--- src/rtl/i2s_clk_gen.sv ---
// i2s_clk_gen: I2S bit clock / word select generator running in the clk_in domain.
// bclk half-period and bits-per-channel are programmable through a shadow
// register. Shadow contents are applied only at frame boundaries, or in IDLE.
// Optional free-running master clock output is enabled by defining the macro
// I2S_CLKGEN_MCLK_EN.
//
// state | meaning
// IDLE  | outputs parked low, pending config applied immediately
// RUN   | bclk/lrclk running, en high
// DRAIN | en dropped, clocks run on to the next frame boundary then stop
module i2s_clk_gen #(
  parameter int DIV_W     = 8,
  parameter int DEF_HALF  = 21,
  parameter int BITS_W    = 6,
  parameter int DEF_BITS  = 32
`ifdef I2S_CLKGEN_MCLK_EN
  ,
  parameter int MCLK_HALF = 1
`endif
) (
  input  logic              clk_in,
  input  logic              ar,
  input  logic              en,
  input  logic [DIV_W-1:0]  cfg_half,
  input  logic [BITS_W-1:0] cfg_bits,
  input  logic              cfg_load,
  output logic              bclk,
  output logic              lrclk,
  output logic              bclk_rise,
  output logic              bclk_fall,
  output logic              frame_start,
  output logic              busy,
  output logic              cfg_pending
`ifdef I2S_CLKGEN_MCLK_EN
  ,
  output logic              mclk
`endif
);

  typedef enum logic [1:0] {IDLE, RUN, DRAIN} state_t;

  state_t              state_q, state_d;
  logic [DIV_W-1:0]    div_cnt;
  logic [BITS_W-1:0]   bit_cnt;
  logic [DIV_W-1:0]    active_half, shadow_half;
  logic [BITS_W-1:0]   active_bits, shadow_bits;
  logic [BITS_W-1:0]   shadow_bits_clamped;
  logic                running, toggle, boundary, start, stop, apply;

  // Fewer than two bits per channel cannot form a frame, so clamp on apply.
  assign shadow_bits_clamped = (shadow_bits < BITS_W'(2)) ? BITS_W'(2) : shadow_bits;

  // FSM state register.
  always_ff @(posedge clk_in or negedge ar) begin
    if (!ar) state_q <= IDLE;
    else     state_q <= state_d;
  end

  // Next state plus the control decisions taken on this edge.
  always_comb begin
    state_d  = state_q;
    start    = 1'b0;
    stop     = 1'b0;
    apply    = 1'b0;
    running  = (state_q != IDLE);
    toggle   = running && (div_cnt >= active_half);
    boundary = toggle && bclk && lrclk && (bit_cnt == active_bits - BITS_W'(1));
    case (state_q)
      IDLE: begin
        apply = cfg_pending;
        if (en) begin
          start   = 1'b1;
          state_d = RUN;
        end
      end
      RUN, DRAIN: begin
        apply = boundary && cfg_pending;
        if (boundary && !en) begin
          stop    = 1'b1;
          state_d = IDLE;
        end else if (!en) begin
          state_d = DRAIN;
        end else begin
          state_d = RUN;
        end
      end
      default: state_d = IDLE;
    endcase
  end

  // Shadow/active configuration; a load coinciding with an apply stays pending.
  always_ff @(posedge clk_in or negedge ar) begin
    if (!ar) begin
      active_half <= DIV_W'(DEF_HALF);
      active_bits <= BITS_W'(DEF_BITS);
      shadow_half <= DIV_W'(DEF_HALF);
      shadow_bits <= BITS_W'(DEF_BITS);
      cfg_pending <= 1'b0;
    end else begin
      if (apply) begin
        active_half <= shadow_half;
        active_bits <= shadow_bits_clamped;
      end
      if (cfg_load) begin
        shadow_half <= cfg_half;
        shadow_bits <= cfg_bits;
        cfg_pending <= 1'b1;
      end else if (apply) begin
        cfg_pending <= 1'b0;
      end
    end
  end

  // Divider, bit counter, clocks and strobes.
  always_ff @(posedge clk_in or negedge ar) begin
    if (!ar) begin
      div_cnt     <= '0;
      bit_cnt     <= '0;
      bclk        <= 1'b0;
      lrclk       <= 1'b0;
      bclk_rise   <= 1'b0;
      bclk_fall   <= 1'b0;
      frame_start <= 1'b0;
      busy        <= 1'b0;
    end else begin
      bclk_rise   <= 1'b0;
      bclk_fall   <= 1'b0;
      frame_start <= 1'b0;
      if (start) begin
        busy        <= 1'b1;
        frame_start <= 1'b1;
        div_cnt     <= '0;
        bit_cnt     <= '0;
        bclk        <= 1'b0;
        lrclk       <= 1'b0;
      end else if (running) begin
        if (toggle) begin
          div_cnt   <= '0;
          bclk      <= ~bclk;
          bclk_rise <= ~bclk;
          bclk_fall <= bclk;
          if (bclk) begin
            if (bit_cnt == active_bits - BITS_W'(1)) begin
              bit_cnt <= '0;
              lrclk   <= ~lrclk;
            end else begin
              bit_cnt <= bit_cnt + BITS_W'(1);
            end
          end
        end else begin
          div_cnt <= div_cnt + DIV_W'(1);
        end
        if (stop) begin
          busy    <= 1'b0;
          bclk    <= 1'b0;
          lrclk   <= 1'b0;
          div_cnt <= '0;
          bit_cnt <= '0;
        end else if (boundary) begin
          frame_start <= 1'b1;
        end
      end
    end
  end

`ifdef I2S_CLKGEN_MCLK_EN
  localparam int MW = (MCLK_HALF < 1) ? 1 : $clog2(MCLK_HALF + 1);
  logic [MW-1:0] mclk_cnt;

  // Free-running master clock, independent of en and the FSM.
  always_ff @(posedge clk_in or negedge ar) begin
    if (!ar) begin
      mclk_cnt <= '0;
      mclk     <= 1'b0;
    end else if (mclk_cnt >= MW'(MCLK_HALF)) begin
      mclk_cnt <= '0;
      mclk     <= ~mclk;
    end else begin
      mclk_cnt <= mclk_cnt + MW'(1);
    end
  end
`endif

endmodule
--- config.mk ---
export PLATFORM = sky130hd
export DESIGN_NAME = i2s_clk_gen
export DESIGN_NICKNAME = d
export VERILOG_FILES = /design/src/rtl/i2s_clk_gen.sv
export SDC_FILE = /design/constraint.sdc
export NUM_CORES = 1
export LEC_CHECK = 0
export CAP_MARGIN = 40
export CORE_MARGIN = 5
export CORE_UTILIZATION = 45
export CTS_CLUSTER_SIZE = 14
export DETAILED_ROUTE_END_ITERATION = 16
export DONT_BUFFER_PORTS = 1
export MAX_ROUTING_LAYER = met4
export SLEW_MARGIN = 10
export SYNTH_ARGS = -nofsm -noshare
export SYNTH_HDL_FRONTEND = slang
export SYNTH_SLANG_ARGS = --single-unit
export TNS_END_PERCENT = 50
--- constraint.sdc ---
create_clock -name clk_in -period 6.4 [get_ports clk_in]
set_input_delay 0.64 -clock clk_in [delete_from_list [all_inputs] [get_ports clk_in]]
set_output_delay 0.64 -clock clk_in [all_outputs]
set_load 0.1 [all_outputs]
==> results.md <==
* Status: finished clean
* Post-route insts no fill at 315
* Detailed Routing Iterations Pass 1 at 4
* Core region area at roughly 5600 sq um
* Peak supply drop at 0.238 mV
* Vias per inst at 5.41
* Clock Tree Buf Depth at 2
* Asr flop ratio synth at 1.00
* RSZ-0062 raised after global routing: no
* DP Area at between 2000 and 3000 sq um
* Top cell type's share of synthesized area at 0.409
* Leakage at between 1 and 1.5 nW
* #FFs+latches synth at 51
* Share of the clock period used by the worst path at 0.431
* Crit. End Element: flip-flop
* First-pass GRT wire length at 8020 um
* Power density over the cells at 434 nW/um^2
* Die Ht at 86.5 um
* Register area share after synthesis at 0.489
* Io pins at 25
* Diode count at 0
* Clk sinks at 51
* Row count at 27
* GPL Wtd Cong at 0.763
* Total number of vias at 1704
* Tmin final at 2.76 ns
* Mapped Avg Cell Area at 11.4 sq um
* Worst min-delay path category: in2async
* Largest cells by area after synthesis: dfrtp_1, mux2_2, dfstp_2
* CTS Hold Bufs at 0
* Cell Area, Synth at 2630 sq um
* Area leader, netlist: dfrtp_1
* Cells along the critical path: inv_1 -> ha_1 -> nand2b_1 -> a2111o_1 -> a21oi_1 -> o31a_1 -> buf_8 -> mux2_2
* Number of max-cap violations at 0
* Non-Filler Cell Area, Final at a little under 3000 sq um
* Placed cells at 305
* Starting Density at 0.469
* Cell family with most CP delay: compound AO/OA/AOI/OAI gates
* Slew headroom at 0.414
* Post-CTS resize count at 0
* Setup crit start kind: flip-flop
* Vias in the first global route at 1723
* GR Util All Layers at 0.137
* Endpoints failing hold at 0
* Max Fclk at between 300 and 400 MHz
* IO Port Bufs at 0
* Total Power at 1.28 mW
* Hold slack at 0.0237 ns
* Antenna Violating Nets Remaining at 0
* Cell variety after synth at 47
* Proportion of layout cells with a drive suffix above 1 at 0.218
* Top post-synthesis cells by count: dfrtp_1, inv_1, mux2_2, a21oi_1, ha_1
* Worst Tran Pin Value at 0.879 ns
* Number of synthesized flops with an enable pin at 0
* Total global routing overflow at 0
* Nets at 273
* Worst skew pair latency at 0.30 ns
* Initial drt markers at 76
* Dominant cell by count in the synthesized netlist: dfrtp_1
* TritonCTS clock tree: built
* Cts bufs inserted at 5
* Yosys warnings at 0
* Post-CTS setup repair buffer count at 0
* Clock root cell: clkbuf_8
* Fin Clk Skew at 0.00494 ns
* Syn Nets at 261
* Crit path buf inv count at 2
* Critical path class: reg2reg
* Routed WL at 4570 um
* Crit path largest cell delay at 0.45 ns
* Area of the multi-input gates at approximately 1200 sq um
* Initial antenna violation count at 0
* DP HPWL at 3260 um
* Number of remaining DRC errors at 0
* Max Slew Vio Count at 0
* Slowest-stage cell, CP: a2111o_1
* Clock Pin Slew Worst Setup and Hold Paths at 0.09 ns
* Number of fill cells at 498
* Top FF cell, synth: dfrtp_1
* Critical path arrival at roughly 3 ns
* H-tree depth at 2
* Post-Syn Instances at between 200 and 250
* # setup viols final at 0
* DIE AREA at around 7500 sq um
* Avg WL per Cell at 14.5 um
* Worst-path fanout max at 14
* Required @ worst endpoint at 6.59 ns
* Area Overhead vs Synth at 12.2%
* Setup TNS at 0 ns
* Largest net degree at the start of global routing at 52
* Horiz. Die Dim at about 86 um
* Register Area at 1290 sq um
## sequential cells by signal, summed over array words and instances (netlist names), 2 cells and up
name         cells
bit_cnt          6
div_cnt          8
shadow_half      8
shadow_bits      6
state_q          2
active_bits      6
active_half      8
## final cells by class
| type | count | share of cell area |
|---|---|---|
| Clock buffer | 6 | 0.0280 |
| Clock inverter | 2 | 0.00551 |
| Tap cell | 72 | 0.0305 |
| Multi-Input combinational cell | 152 | 0.413 |
| Timing Repair Buffer | 12 | 0.0615 |
| Inverter | 20 | 0.0254 |
| Sequential cell | 51 | 0.436 |
## layout by cell type (no fill, tap or decap), types with 3 or more instances in the layout
| cell | count |
|---|---|
| a2111o_1 | 3 |
| a21boi_0 | 3 |
| a21o_1 | 3 |
| a21oi_1 | 13 |
| a31oi_1 | 5 |
| buf_16 | 4 |
| clkbuf_8 | 6 |
| dfrtp_1 | 43 |
| dfstp_2 | 8 |
| ha_1 | 13 |
| inv_1 | 20 |
| mux2_2 | 19 |
| mux2_4 | 7 |
| mux2i_1 | 3 |
| nand2_1 | 12 |
| nand2b_1 | 5 |
| nand3_1 | 7 |
| nor2b_1 | 4 |
| nor3_1 | 5 |
| o211ai_1 | 3 |
| o21ai_0 | 6 |
| or3_1 | 4 |
| xnor2_1 | 4 |
| xor2_1 | 5 |
## final timing paths
check,slack (ns),start,to,cells past startpoint
worst min register to register,0.51,shadow_bits[0],shadow_bits[0],1
max in group asynchronous,6.13,ar,cfg_pending,1
worst min-delay path,0.02,ar,div_cnt[0],0
worst max register to register,3.64,div_cnt[0],active_bits[2],8
worst max-delay path,3.64,div_cnt[0],active_bits[2],8
min in group clk_in,0.41,en,bclk,1
## power by group
part	internal, mW	leakage [nW]	total (mW)	switching [mW]
Clock	0.0883	0.0474	0.193	0.105
Combinational	0.279	0.661	0.566	0.287
Sequential	0.419	0.621	0.520	0.101
## through the flow
stage	worst slack (ns)	utilization
2_1_floorplan	3.93	-
3_3_place_gp	3.37	0.476
3_5_place_dp	3.32	0.502
4_1_cts	3.30	0.520
5_1_grt	3.49	0.526
6_report	3.64	0.526
## cells by family after synthesis
group | Yosys count | synth area share
compound gates | 55 | 0.147
flops | 51 | 0.489
simple gates | 46 | 0.0913
mux | 29 | 0.133
buf+inv | 27 | 0.0476
fa+ha+maj | 13 | 0.0618
xor+xnor | 9 | 0.0300
## routing by layer
metal | global-route usage | share of wire | wire length [um] | vias to the layer above
met5 | - | 0 | 0 | -
met4 | 0.0382 | 0.012 | 56 | 0
met3 | 0.0361 | 0.034 | 154 | 6
met2 | 0.194 | 0.43 | 1970 | 31
met1 | 0.195 | 0.52 | 2390 | 804
li1 | - | - | - | 863
(Power assumes the default switching activity.)
